--- src/rtl/pipe_hazard_ctrl.sv ---
// Stall/flush sequencer for the 5-stage pipeline: load-use, branch, multi-cycle multiply, memory wait, HALT drain.
// Optional macro PIPE_HAZARD_PERF_EN adds stall_count/flush_count performance counters.
module pipe_hazard_ctrl #(
  parameter int MUL_CYCLES = 4,
  parameter int ZERO_REG   = 31
) (
  input  logic        clk,
  input  logic        reset,
  input  logic [4:0]  id_rs1,
  input  logic [4:0]  id_rs2,
  input  logic        id_uses_rs2,
  input  logic        id_halt,
  input  logic        ex_is_load,
  input  logic [4:0]  ex_rd,
  input  logic        ex_mul_start,
  input  logic        ex_branch_taken,
  input  logic        mem_wait,
  output logic        pc_en,
  output logic        ifid_en,
  output logic        idex_en,
  output logic        exmem_en,
  output logic        memwb_en,
  output logic        ifid_flush,
  output logic        idex_flush,
  output logic        exmem_flush,
  output logic        mul_busy,
  output logic        halted,
  output logic [1:0]  state
`ifdef PIPE_HAZARD_PERF_EN
  ,
  output logic [31:0] stall_count,
  output logic [31:0] flush_count
`endif
);

  typedef enum logic [1:0] {
    S_RUN    = 2'd0,
    S_MUL    = 2'd1,
    S_DRAIN  = 2'd2,
    S_HALTED = 2'd3
  } state_t;

  localparam logic [4:0] ZREG     = 5'(ZERO_REG);
  localparam logic [3:0] MUL_LOAD = 4'(MUL_CYCLES - 2);

  state_t     state_q, state_d;
  logic [3:0] cnt_q, cnt_d;
  logic       load_use;
  logic       mul_stall;

  assign state = state_q;

  assign load_use = ex_is_load && (ex_rd != ZREG) &&
                    ((ex_rd == id_rs1) || (id_uses_rs2 && (ex_rd == id_rs2)));

  // A multiply stalls on entry from RUN and for every MUL cycle before the release cycle.
  assign mul_stall = ((state_q == S_RUN) && ex_mul_start) ||
                     ((state_q == S_MUL) && (cnt_q != 4'd0));

  always_ff @(posedge clk) begin
    if (reset) begin
      state_q <= S_RUN;
      cnt_q   <= 4'd0;
    end else begin
      state_q <= state_d;
      cnt_q   <= cnt_d;
    end
  end

  always_comb begin
    pc_en       = 1'b1;
    ifid_en     = 1'b1;
    idex_en     = 1'b1;
    exmem_en    = 1'b1;
    memwb_en    = 1'b1;
    ifid_flush  = 1'b0;
    idex_flush  = 1'b0;
    exmem_flush = 1'b0;
    mul_busy    = 1'b0;
    halted      = 1'b0;
    state_d     = state_q;
    cnt_d       = cnt_q;

    if (reset) begin
      {pc_en, ifid_en, idex_en, exmem_en, memwb_en} = 5'b00000;
      {ifid_flush, idex_flush, exmem_flush}          = 3'b111;
      state_d = S_RUN;
      cnt_d   = 4'd0;
    end else if (state_q == S_HALTED) begin
      {pc_en, ifid_en, idex_en, exmem_en, memwb_en} = 5'b00000;
      halted = 1'b1;
    end else if (mem_wait) begin
      // Everything freezes; the multiply is still considered in progress.
      {pc_en, ifid_en, idex_en, exmem_en, memwb_en} = 5'b00000;
      mul_busy = (state_q == S_MUL) && (cnt_q != 4'd0);
    end else if (mul_stall) begin
      pc_en       = 1'b0;
      ifid_en     = 1'b0;
      idex_en     = 1'b0;
      exmem_flush = 1'b1;
      mul_busy    = 1'b1;
      state_d     = S_MUL;
      cnt_d       = (state_q == S_RUN) ? MUL_LOAD : cnt_q - 4'd1;
    end else if (state_q == S_DRAIN) begin
      pc_en      = 1'b0;
      ifid_flush = 1'b1;
      if (cnt_q == 4'd0) state_d = S_HALTED;
      else               cnt_d   = cnt_q - 4'd1;
    end else begin
      // RUN without a multiply, or the MUL release cycle.
      state_d = S_RUN;
      if (ex_branch_taken) begin
        ifid_flush = 1'b1;
        idex_flush = 1'b1;
      end else if (id_halt) begin
        pc_en      = 1'b0;
        ifid_flush = 1'b1;
        cnt_d      = 4'd2;
        state_d    = S_DRAIN;
      end else if (load_use) begin
        pc_en      = 1'b0;
        ifid_en    = 1'b0;
        idex_flush = 1'b1;
      end
    end
  end

`ifdef PIPE_HAZARD_PERF_EN
  always_ff @(posedge clk) begin
    if (reset) begin
      stall_count <= 32'd0;
      flush_count <= 32'd0;
    end else begin
      if (!pc_en && (state_q != S_HALTED)) stall_count <= stall_count + 32'd1;
      if (idex_flush)                      flush_count <= flush_count + 32'd1;
    end
  end
`endif

endmodule

--- config.mk ---
export PLATFORM = sky130hd
export DESIGN_NAME = pipe_hazard_ctrl
export DESIGN_NICKNAME = d
export VERILOG_FILES = /design/src/rtl/pipe_hazard_ctrl.sv
export SDC_FILE = /design/constraint.sdc
export NUM_CORES = 1
export LEC_CHECK = 0
export ABC_AREA = 0
export BUFFER_PORTS_ARGS = -buffer_cell sky130_fd_sc_hd__buf_2
export CORE_MARGIN = 4
export CORE_UTILIZATION = 48
export DETAILED_ROUTE_END_ITERATION = 8
export PLACE_DENSITY = 0.88
export SYNTH_ARGS = -nofsm -noshare
export SYNTH_HDL_FRONTEND = slang
export SYNTH_SLANG_ARGS = --single-unit
--- constraint.sdc ---
create_clock -name clk -period 2.7 [get_ports clk]
set_input_delay 0 -clock clk [delete_from_list [all_inputs] [get_ports clk]]
set_output_delay 0 -clock clk [all_outputs]
set_load 0.03 [all_outputs]
Word-level counts from Yosys, hierarchy flattened --
Index checks and enable logic that the tools add are counted.
Storage, ports and cells: output and inout bits 12, input port bits 23, register bits 6, word-level logic and storage cells 84
Cells by class: equal/unequal tests 9, add/sub/neg operators 1, muxes and demuxes 57, reductions and logical operators 13, bitwise gates (word level) 2
Operator list (number):
- 1-bit 2-to-1 mux | 46
- 4-bit 2-to-1 mux | 6
- 5-bit equality test | 2
- 2-bit 2-to-1 mux | 5
- 1-bit logical AND | 5
- 5-bit inequality test (second input constant) | 1
- 5-bit AND reduction | 1
- 2-bit equality test (second input constant) | 2
- 4-bit logical NOT | 1
- 4-bit nonzero test | 1
- 4-bit by 1-bit subtractor with 4-bit output (second input constant) | 1
- 3-bit by 1-bit inequality test with 1-bit output (second input constant) | 1
- 3-bit by 2-bit inequality test with 1-bit output (second input constant) | 1
- 3-bit inequality test (second input constant) | 1
- 3-bit AND reduction | 1
- 3-bit nonzero test | 1
- 2-bit by 1-bit equality test with 1-bit output (second input constant) | 1
- 2-bit logical NOT | 1
- 1-bit logical OR | 2
- 1-bit inverter | 2

Logic depth before layout (Yosys ltp) --
Gate-level depths: netlist of run 1.
depth after elaboration 12, mapped depth 6

Worst setup path after synthesis of run 1 --
No wires, ideal clock.
path type register to output, start point register cnt_q[0], end point output port pc_en, setup slack 0.353 ns, buffers on the path 0, data arrival time 2.347 ns, stages on the path, launching flop included 7, path through dfxtp_1 > inv_1 > ha_1 > or4b_4 > a2111oi_4 > nand2_1 > a311oi_2
On the way: cells in the longest elaborated chain, start to end 7
Ends and longest elaborated chain:
- start: declaration | RTL line 47 | logic [3:0] cnt_q, cnt_d;
- start signal: assignment | RTL line 66 | cnt_q <= cnt_d;
- 4-bit nonzero test | RTL line 58 | ((state_q == S_MUL) && (cnt_q != 4'd0));
- 1-bit logical AND | RTL line 58
- 1-bit logical OR | RTL line 57 | assign mul_stall = ((state_q == S_RUN) && ex_mul_start) ||
- 1-bit 2-to-1 mux | RTL line 96 | end else if (mul_stall) begin
- 1-bit 2-to-1 mux | RTL line 92 | end else if (mem_wait) begin
- 1-bit 2-to-1 mux | RTL line 89 | end else if (state_q == S_HALTED) begin
- 1-bit 2-to-1 mux | RTL line 84 | if (reset) begin
- end: declaration | RTL line 18 | output logic pc_en,
No other way between the ends.

Final worst setup path of run 1 --
Ends and elaborated chain as after synthesis.

==> results of run 1 <==
[critical path, stage by stage (launching register included)]
cell	delay, ps
dfxtp_1	320
inv_1	90
ha_1	170
or4b_4	480
a2111oi_4	400
nand2_1	110
a311oi_2	240
buf_2	240
[layer usage]
layer | share of wire (%) | wire length, um | track usage [%]
met1 | 39 | 707 | 21.06
met2 | 52 | 941 | 37.91
met3 | 8.5 | 153 | 6.641
met4 | 0 | 0 | 0.5682
met5 | 0 | 0 | 0
[cell usage in the layout (no fill, tap or decap)]
cell	Yosys	routed
a2111oi_4	1	1
a211oi_1	4	4
a21o_1	2	2
a21oi_1	4	4
a221oi_2	1	1
a311oi_1	2	2
a311oi_2	1	1
a31oi_1	2	2
a41oi_1	1	1
and2_1	1	1
and3_1	2	2
buf_2	0	34
clkbuf_4	0	3
dfxtp_1	6	6
ha_1	2	2
inv_1	9	9
nand2_1	8	8
nand2b_1	4	4
nand3_1	5	5
nand4_1	1	1
nor2_1	3	3
nor2b_1	1	1
nor3_1	2	2
nor3b_1	4	4
nor4b_1	1	1
o211ai_1	1	1
o21a_1	1	1
o21ai_0	4	4
o22ai_1	1	1
o41ai_1	1	1
or3_1	1	1
or3b_1	1	1
or4b_4	1	1
xnor2_1	10	10
[cells by family (layout without fill, tap and decap cells)]
kind of cell,Yosys count,in the layout,synth area share [%]
AOI/OAI and AO/OA,26,26,30.18
adders and majority gates,2,2,3.571
buffers and inverters,14,46,8.035
and+or+nand+nor,35,35,28.57
DFF,6,6,17.14
xor gates and xnor gates,10,10,12.50
[worst max-delay path by stage]
stage	start	end	slack, ps	cells after the start
2_1_floorplan	cnt_q[0]	pc_en	350	6
3_3_place_gp	cnt_q[0]	pc_en	730	7
3_5_place_dp	cnt_q[0]	pc_en	660	7
4_1_cts	cnt_q[0]	pc_en	390	7
5_1_grt	cnt_q[0]	pc_en	250	7
6_report	cnt_q[0]	pc_en	410	7
[stage by stage]
step / total power, W / worst slack (ps) / instances / util, %
CTS: 0.0003315 / 392.3 / 140 / 66.70
detailed placement: 0.0002490 / 660.7 / 137 / 65.01
global placement: 0.0002445 / 726.4 / 137 / 65.01
finish: 0.0003259 / 411.5 / 140 / 66.70
global route: 0.0003531 / 247.9 / 140 / 66.70
floorplan: 0.0002046 / 352.5 / 93 / -
[layout make-up]
cell class / instances / area [um2] / share of cell area, %
Clock buffer: 3 / 22.52 / 2.532
Inverter: 9 / 33.78 / 3.797
Multi-Input combinational cell: 73 / 524.3 / 58.93
Sequential cell: 6 / 120.1 / 13.50
Tap cell: 15 / 18.77 / 2.110
Timing Repair Buffer: 34 / 170.2 / 19.13
[power by group]
part	switching, W	total, W	internal, W
clock	0.0000285	0.0000786	0.0000500
sequential	0.00000866	0.000102	0.0000938
combinational	0.0000842	0.000145	0.0000607
[flip-flops by register name (all words and copies together), names as in the netlist]
register,cells
state,2
cnt_q,4
==> impl_metrics.toml, run 1 <==
[outcome]
status = "completed"

[floorplan]
start_util_pct = 52.53
die_y_um = 46.21
coreArea_um2 = 1334
rows = 13
fp.dieW_um = 46.21
ios = 35
die-area_um2 = 2135

[synth]
postSynth.asyncResetShare_pct = 0
yosysSeqAreaShare_pct = 17.14
synthFlopType = "dfxtp_1"
synth-seq-cells = 6
synth_cell_type_count = 35
yosys_warnings = 0
netlist_top_cells_count = "10 x xnor2_1, 9 x inv_1, 8 x nand2_1, 6 x dfxtp_1, 5 x nand3_1"
synth_top_area_share_pct = 17.14
post-synth-top-count-cell = "xnor2_1"
yosys.area.top_type = "dfxtp_1"
syn_nets = 118
netlist_area_um2 = 700.7
ys_top_cells_by_area = "dfxtp_1 17%, xnor2_1 13%, inv_1 4.8%"
syn_inst = 93
synth_area_per_cell_um2 = 7.534
synth_edf_count = 0

[detailed_routing]
post-route-drc-count = 0
drt_pass1_iterations = 4
vias = 797
finalWirelength_um = 1802
wl_per_cell_um = 12.87
routed_via_density = 5.693
ant_nets = 0
drt_iter0_drc = 7

[placed_design]
portBuffers = 34
dpl-instance-area_um2 = 867.1
gp_congestion = 0.8217
hpwlAfterDp_um = 1517

[setup_path]
end_kind = "output pin"
r2r_cells = 6
crit_fanout = 3
cp.required_ps = 2700
path_class = "reg -> out"
r2r_end = "cnt_q[1]"
arrival_ps = 2290
rr_startpoint = "cnt_q[0]"
start_kind = "flip-flop"
rrSetupSlack_ps = 820

[timing]
setup_viol = 0
period_needed_ps = 2288
relSlewSlack_pct = 59.03
setup_tns_ps = 0
timing.fmax_mhz = 437.0
finalMaxSlewViolations = 0
fin_skew_ps = 0.5656
hold_viol_final = 0
rsz0062_at_grt = "no"
min_period_over_period_pct = 84.76
worst_pin_slew_ps = 613.2
holdWs_ps = 105.3

[clocking]
post_cts_buffers = 0
clock-sinks = 6
cts_tree = "done"
hold_buffers = 0
cts_buffer_depth = 2
cts_root_buffer = "clkbuf_4"
path_clk_slew_ps = 40
cts_resized = 0
clk_latency_ps = 240
htreeDepth = 1
cts-buffers-inserted = 3

[global_route]
grt_pass1_wl_um = 3098
antenna_found_initial = 0
grt_use_total_pct = 19.56
grt_pass1_vias = 779
grt_max_degree = 15
grt.overflow.total = 0

[min_path]
min_from = "reset"
hp-class = "in -> reg"
whs_path_depth = 2
whs_endpoint = "state[0]"

[power]
p_per_area_nw_per_um2 = 366.3
p_leak_nw = 0.3883
peakVddDrop_mv = 0.3233

[final_layout]
diodes = 0
area_delta_synth_final_pct = 26.96
final_cell_area_um2 = 889.6
nNetsFinal = 152
fillers = 109
drive_gt1_share_pct = 32.80

[run]
drv_cap = 0
(Power assumes the default switching activity.)
==> inputs of run 2 (changes only) <==
- CORE_UTILIZATION: 48 -> 40
- PLACE_DENSITY: 0.88 -> 0.79
- clock period: 2.7 -> 2 ns (I/O delays scaled with it)
==> impl_metrics.toml, run 2 (synthesis results as in run 1) <==
[clocking]
hold_buffers = 0
path_clk_slew_ps = 50
htreeDepth = 1
clk_latency_ps = 250
cts_buffer_depth = 2
cts-buffers-inserted = 3
cts_root_buffer = "clkbuf_4"
cts_tree = "done"
clock-sinks = 6

[timing]
period_needed_ps = 2113
fin_ws_ps = -113.0
relSlewSlack_pct = 58.51
worst_pin_slew_ps = 621.1
rsz0062_at_grt = "yes"
finalMaxSlewViolations = 0
hold_viol_final = 0
setup_tns_ps = -139.6
setup_viol = 3
fin_skew_ps = 4.454
timing.fmax_mhz = 473.3
min_period_over_period_pct = 105.6

[placed_design]
dpl-instance-area_um2 = 945.9
gp_congestion = 0.7675
hpwlAfterDp_um = 1648
portBuffers = 34

[detailed_routing]
vias = 887
finalWirelength_um = 2097
routed_via_density = 5.874
drt_pass1_iterations = 4
wl_per_cell_um = 13.89
drt_iter0_drc = 32
post-route-drc-count = 0
ant_nets = 0

[run]
drv_cap = 0

[setup_path]
start_kind = "flip-flop"
crit_path_max_incr_delay_ps = 470
end_kind = "output pin"
crit_fanout = 3
rr_startpoint = "cnt_q[1]"
cp.required_ps = 2000
worstPathCellList = "inv_2 > ha_4 > or4b_4 > a2111oi_4 > nand2_1 > a311oi_4 > buf_6"
arrival_ps = 2110
startpoint = "cnt_q[1]"
path_class = "reg -> out"
slowest_stage = "or4b_4"

[power]
peakVddDrop_mv = 0.2449
p_per_area_nw_per_um2 = 475.8
p_seq_share_pct = 27.4
power_frac_clock_pct = 23.1
p_int_w = 0.0003052
comb_power_share_pct = 49.5
swShare_pct = 38.00
p_leak_nw = 0.4513
power_switching_w = 0.0001871

[final_layout]
diodes = 0
final_common_cell = "buf_2"
fillers = 138
largest-register = "cnt_q"
post-route-util_pct = 65.63
area_delta_synth_final_pct = 47.68
largest_register_ffs = 4
nNetsFinal = 162
final_cell_area_um2 = 1035
final_cell_mix = "31 x buf_2, 11 x buf_4, 10 x xnor2_1"
drive_gt1_share_pct = 43.70

[global_route]
grt_max_degree = 13
grt_pass1_vias = 832
gr-usage-met1_pct = 17.75
grt_pass1_wl_um = 3408
grt_use_met3_pct = 4.819
grt_use_total_pct = 17.60
grt_busiest_layer = "met2"
use_met2_pct = 33.70
grt.overflow.total = 0
antenna_found_initial = 0

[floorplan]
coreArea_um2 = 1577
die-area_um2 = 2486
ios = 35
start_util_pct = 44.44
fp.dieW_um = 49.86
die_y_um = 49.86
rows = 14

[outcome]
violations = "negative setup slack"
status = "finished with violations"

[min_path]
min_from = "reset"
hp-class = "in -> reg"
[run 2: cell types whose count changed in the layout (fill, tap and decap cells not counted), moves of 2 or more]
cell | before | now
inv_1 | 9 | 7
buf_2 | 34 | 31
inv_2 | 0 | 2
buf_4 | 0 | 11
dfxtp_2 | 0 | 2
dfxtp_1 | 6 | 4
buf_6 | 0 | 2
[run 2: critical path: cells and delay by family, from the launching register on]
family                   cells  cell delay, ps
buffers and inverters        2             240
AO/OA/AOI/OAI                2             560
flip-flops                   1             320
AND/OR/NAND/NOR              2             610
adder cells (fa/ha/maj)      1             130
[run 2: path summary, 6_finish.rpt]
| check | cells after the start | endpoint | slack [ps] |
|---|---|---|---|
| worst max-delay path | 7 | pc_en | -110 |
| worst min-delay path | 2 | state[1] | 80 |
| worst max register to register | 7 | cnt_q[1] | 0 |
| worst min register to register | 2 | cnt_q[3] | 540 |
[run 2: stage by stage]
step                      setup slack, ps  power [W]  hold WS, ps  std cells
final                              -113.0  0.0004923        81.90        151
after global routing               -186.9  0.0005229        103.5        151
after CTS                          -161.1  0.0004870        79.19        150
after detailed placement            31.55  0.0003574        338.9        142
after global placement              55.12  0.0003516        328.4        142
after floorplan                    -206.5  0.0002876        52.71         93
[run 2: layout make-up]
| class | instances | area, um2 | area share [%] |
|---|---|---|---|
| multi-input combinational | 73 | 575.6 | 55.62 |
| timing repair buffer | 44 | 260.3 | 25.15 |
| sequential | 6 | 122.6 | 11.85 |
| inverter | 9 | 33.78 | 3.265 |
| clock buffer | 3 | 22.52 | 2.177 |
| tap | 16 | 20.02 | 1.935 |
[run 2: power groups by stage]
stage / Sequential, W / Combinational [W] / Clock [W]
final: 0.000135 / 0.000244 / 0.000114
after detailed placement: 0.000136 / 0.000221 / 0
after floorplan: 0.000139 / 0.000149 / 0
after global placement: 0.000136 / 0.000216 / 0
after CTS: 0.000134 / 0.000236 / 0.000117
after global routing: 0.000136 / 0.000264 / 0.000123
[run 2: what timing repair did]
item | CTS | global route
hold endpoints to repair | 0 | 0
setup endpoints to repair | 2 | 6
pin swaps | 4 | 2
resized for setup | 5 | 4
setup buffers | 5 | 1
[run 2: per-layer routing]
| metal | part of all wire [%] | vias up |
|---|---|---|
| met5 | 0 | - |
| li1 | - | 429 |
| met2 | 55 | 36 |
| met1 | 38 | 420 |
| met3 | 6.7 | 2 |
| met4 | 0.67 | 0 |
==> inputs of run 3 (changes only) <==
- CORE_UTILIZATION: 40 -> 44
- PLACE_DENSITY: 0.79 -> 0.82
- TNS_END_PERCENT: not set -> 100
- clock period: 2 -> 2.2 ns (I/O delays scaled with it)
==> impl_metrics.toml, run 3 (synthesis results as in run 1) <==
[outcome]
status = "completed"

[clocking]
cts_tree = "done"
htreeDepth = 1
clock-sinks = 6
clk_latency_ps = 250
hold_buffers = 0
cts_buffer_depth = 2
path_clk_slew_ps = 50
cts_root_buffer = "clkbuf_4"
cts-buffers-inserted = 3

[timing]
period_needed_ps = 2121
setup_tns_ps = 0
setup_viol = 0
rsz0062_at_grt = "yes"
worst_pin_slew_ps = 610.5
hold_viol_final = 0
relSlewSlack_pct = 59.21
fin_ws_ps = 78.88
finalMaxSlewViolations = 0
timing.fmax_mhz = 471.4
min_period_over_period_pct = 96.41
fin_skew_ps = 9.213

[global_route]
grt_pass1_vias = 678
antenna_found_initial = 0
grt.overflow.total = 0
grt_pass1_wl_um = 2753
grt_use_total_pct = 16.65
grt_max_degree = 15

[floorplan]
rows = 14
fp.dieW_um = 47.91
die_y_um = 47.91
coreArea_um2 = 1506
die-area_um2 = 2295
start_util_pct = 46.51
ios = 35

[final_layout]
multiInputGateArea_um2 = 561.8
largest_register_ffs = 4
area_delta_synth_final_pct = 36.61
diodes = 0
drive_gt1_share_pct = 38.58
largest-register = "cnt_q"
final_cell_mix = "32 x buf_2, 10 x xnor2_1, 8 x nand2_1"
final_cells = 143
fillers = 129
nNetsFinal = 154
final_common_cell = "buf_2"
seq_area_um2 = 121.4

[min_path]
hp-class = "in -> reg"

[detailed_routing]
drt_iter0_drc = 19
routed_via_density = 5.741
drt_pass1_iterations = 4
post-route-drc-count = 0
vias = 821
ant_nets = 0
finalWirelength_um = 1821
wl_per_cell_um = 12.73

[power]
power_frac_clock_pct = 25.2
p_per_area_nw_per_um2 = 441.8
p_leak_nw = 0.4084
p_int_w = 0.0002594
peakVddDrop_mv = 0.2160
p_seq_share_pct = 29.2
swShare_pct = 38.66
power_switching_w = 0.0001635
comb_power_share_pct = 45.5

[setup_path]
cp.required_ps = 2200
arrival_ps = 2120
path_class = "reg -> out"
end_kind = "output pin"
crit_fanout = 3
start_kind = "flip-flop"

[placed_design]
portBuffers = 34
hpwlAfterDp_um = 1448
dp_slack_ps = 154.9
placedCellCount = 139
gp_congestion = 0.7750

[run]
drv_cap = 0
run 3: changes by cell type in the layout (fill, tap and decap cells not counted), sizes merged:
cell	previous run	this run
buf	44	36
run 3: path summary, 6_finish.rpt:
check             startpoint  endpoint  slack (ps)  cells after the start
hold / removal         reset  cnt_q[0]          80                      2
setup / recovery    cnt_q[0]     pc_en          80                      7
hold reg to reg     cnt_q[0]  cnt_q[0]         480                      2
setup reg to reg    cnt_q[0]  cnt_q[1]         330                      6
run 3: layer usage:
layer  track usage (%)  routed length (um)  up-vias  part of all wire (%)
li1                  -                   -      409                     -
met1             21.71                 746      371                    41
met2             25.33                 867       37                    48
met4             6.989                  21        0                   1.2
met5                 0                   0        -                     0
met3             4.887                 186        4                    10
run 3: area by class of cell:
type	instances	share of cell area [%]
Tap cell	16	2.092
Timing Repair Buffer	36	20.65
Multi-Input combinational cell	73	58.69
Clock buffer	3	2.353
Inverter	9	3.529
Sequential cell	6	12.68
run 3: worst max-delay path: stages (launching register included):
cell,delay (ps)
dfxtp_2,330
inv_2,90
ha_4,140
or4b_4,470
a2111oi_4,310
nand2_1,140
a311oi_4,220
buf_6,170
run 3: what timing repair did:
item,in CTS,in global routing
buffers inserted,1,0
pin swaps,3,2
gates resized for setup,4,5
setup endpoints to repair,1,2
run 3: power by group through the flow:
stage	logic [W]	clock network (W)	registers, W
final	0.000192	0.000107	0.000124
after global placement	0.000183	0	0.000125
after floorplan	0.000131	0	0.000125
after global routing	0.000212	0.000109	0.000125
after CTS	0.000189	0.000106	0.000123
after detailed placement	0.000185	0	0.000125
run 3: metrics by stage:
stage	total power, W	hold WS, ps	instance area [um2]	utilization [%]
2_1_floorplan	0.0002566	52.71	725.7	-
3_3_place_gp	0.0003077	328.5	900.9	59.80
3_5_place_dp	0.0003099	340.6	900.9	59.80
4_1_cts	0.0004180	81.02	939.7	62.38
5_1_grt	0.0004458	92.63	957.2	63.54
6_report	0.0004229	75.17	957.2	63.54
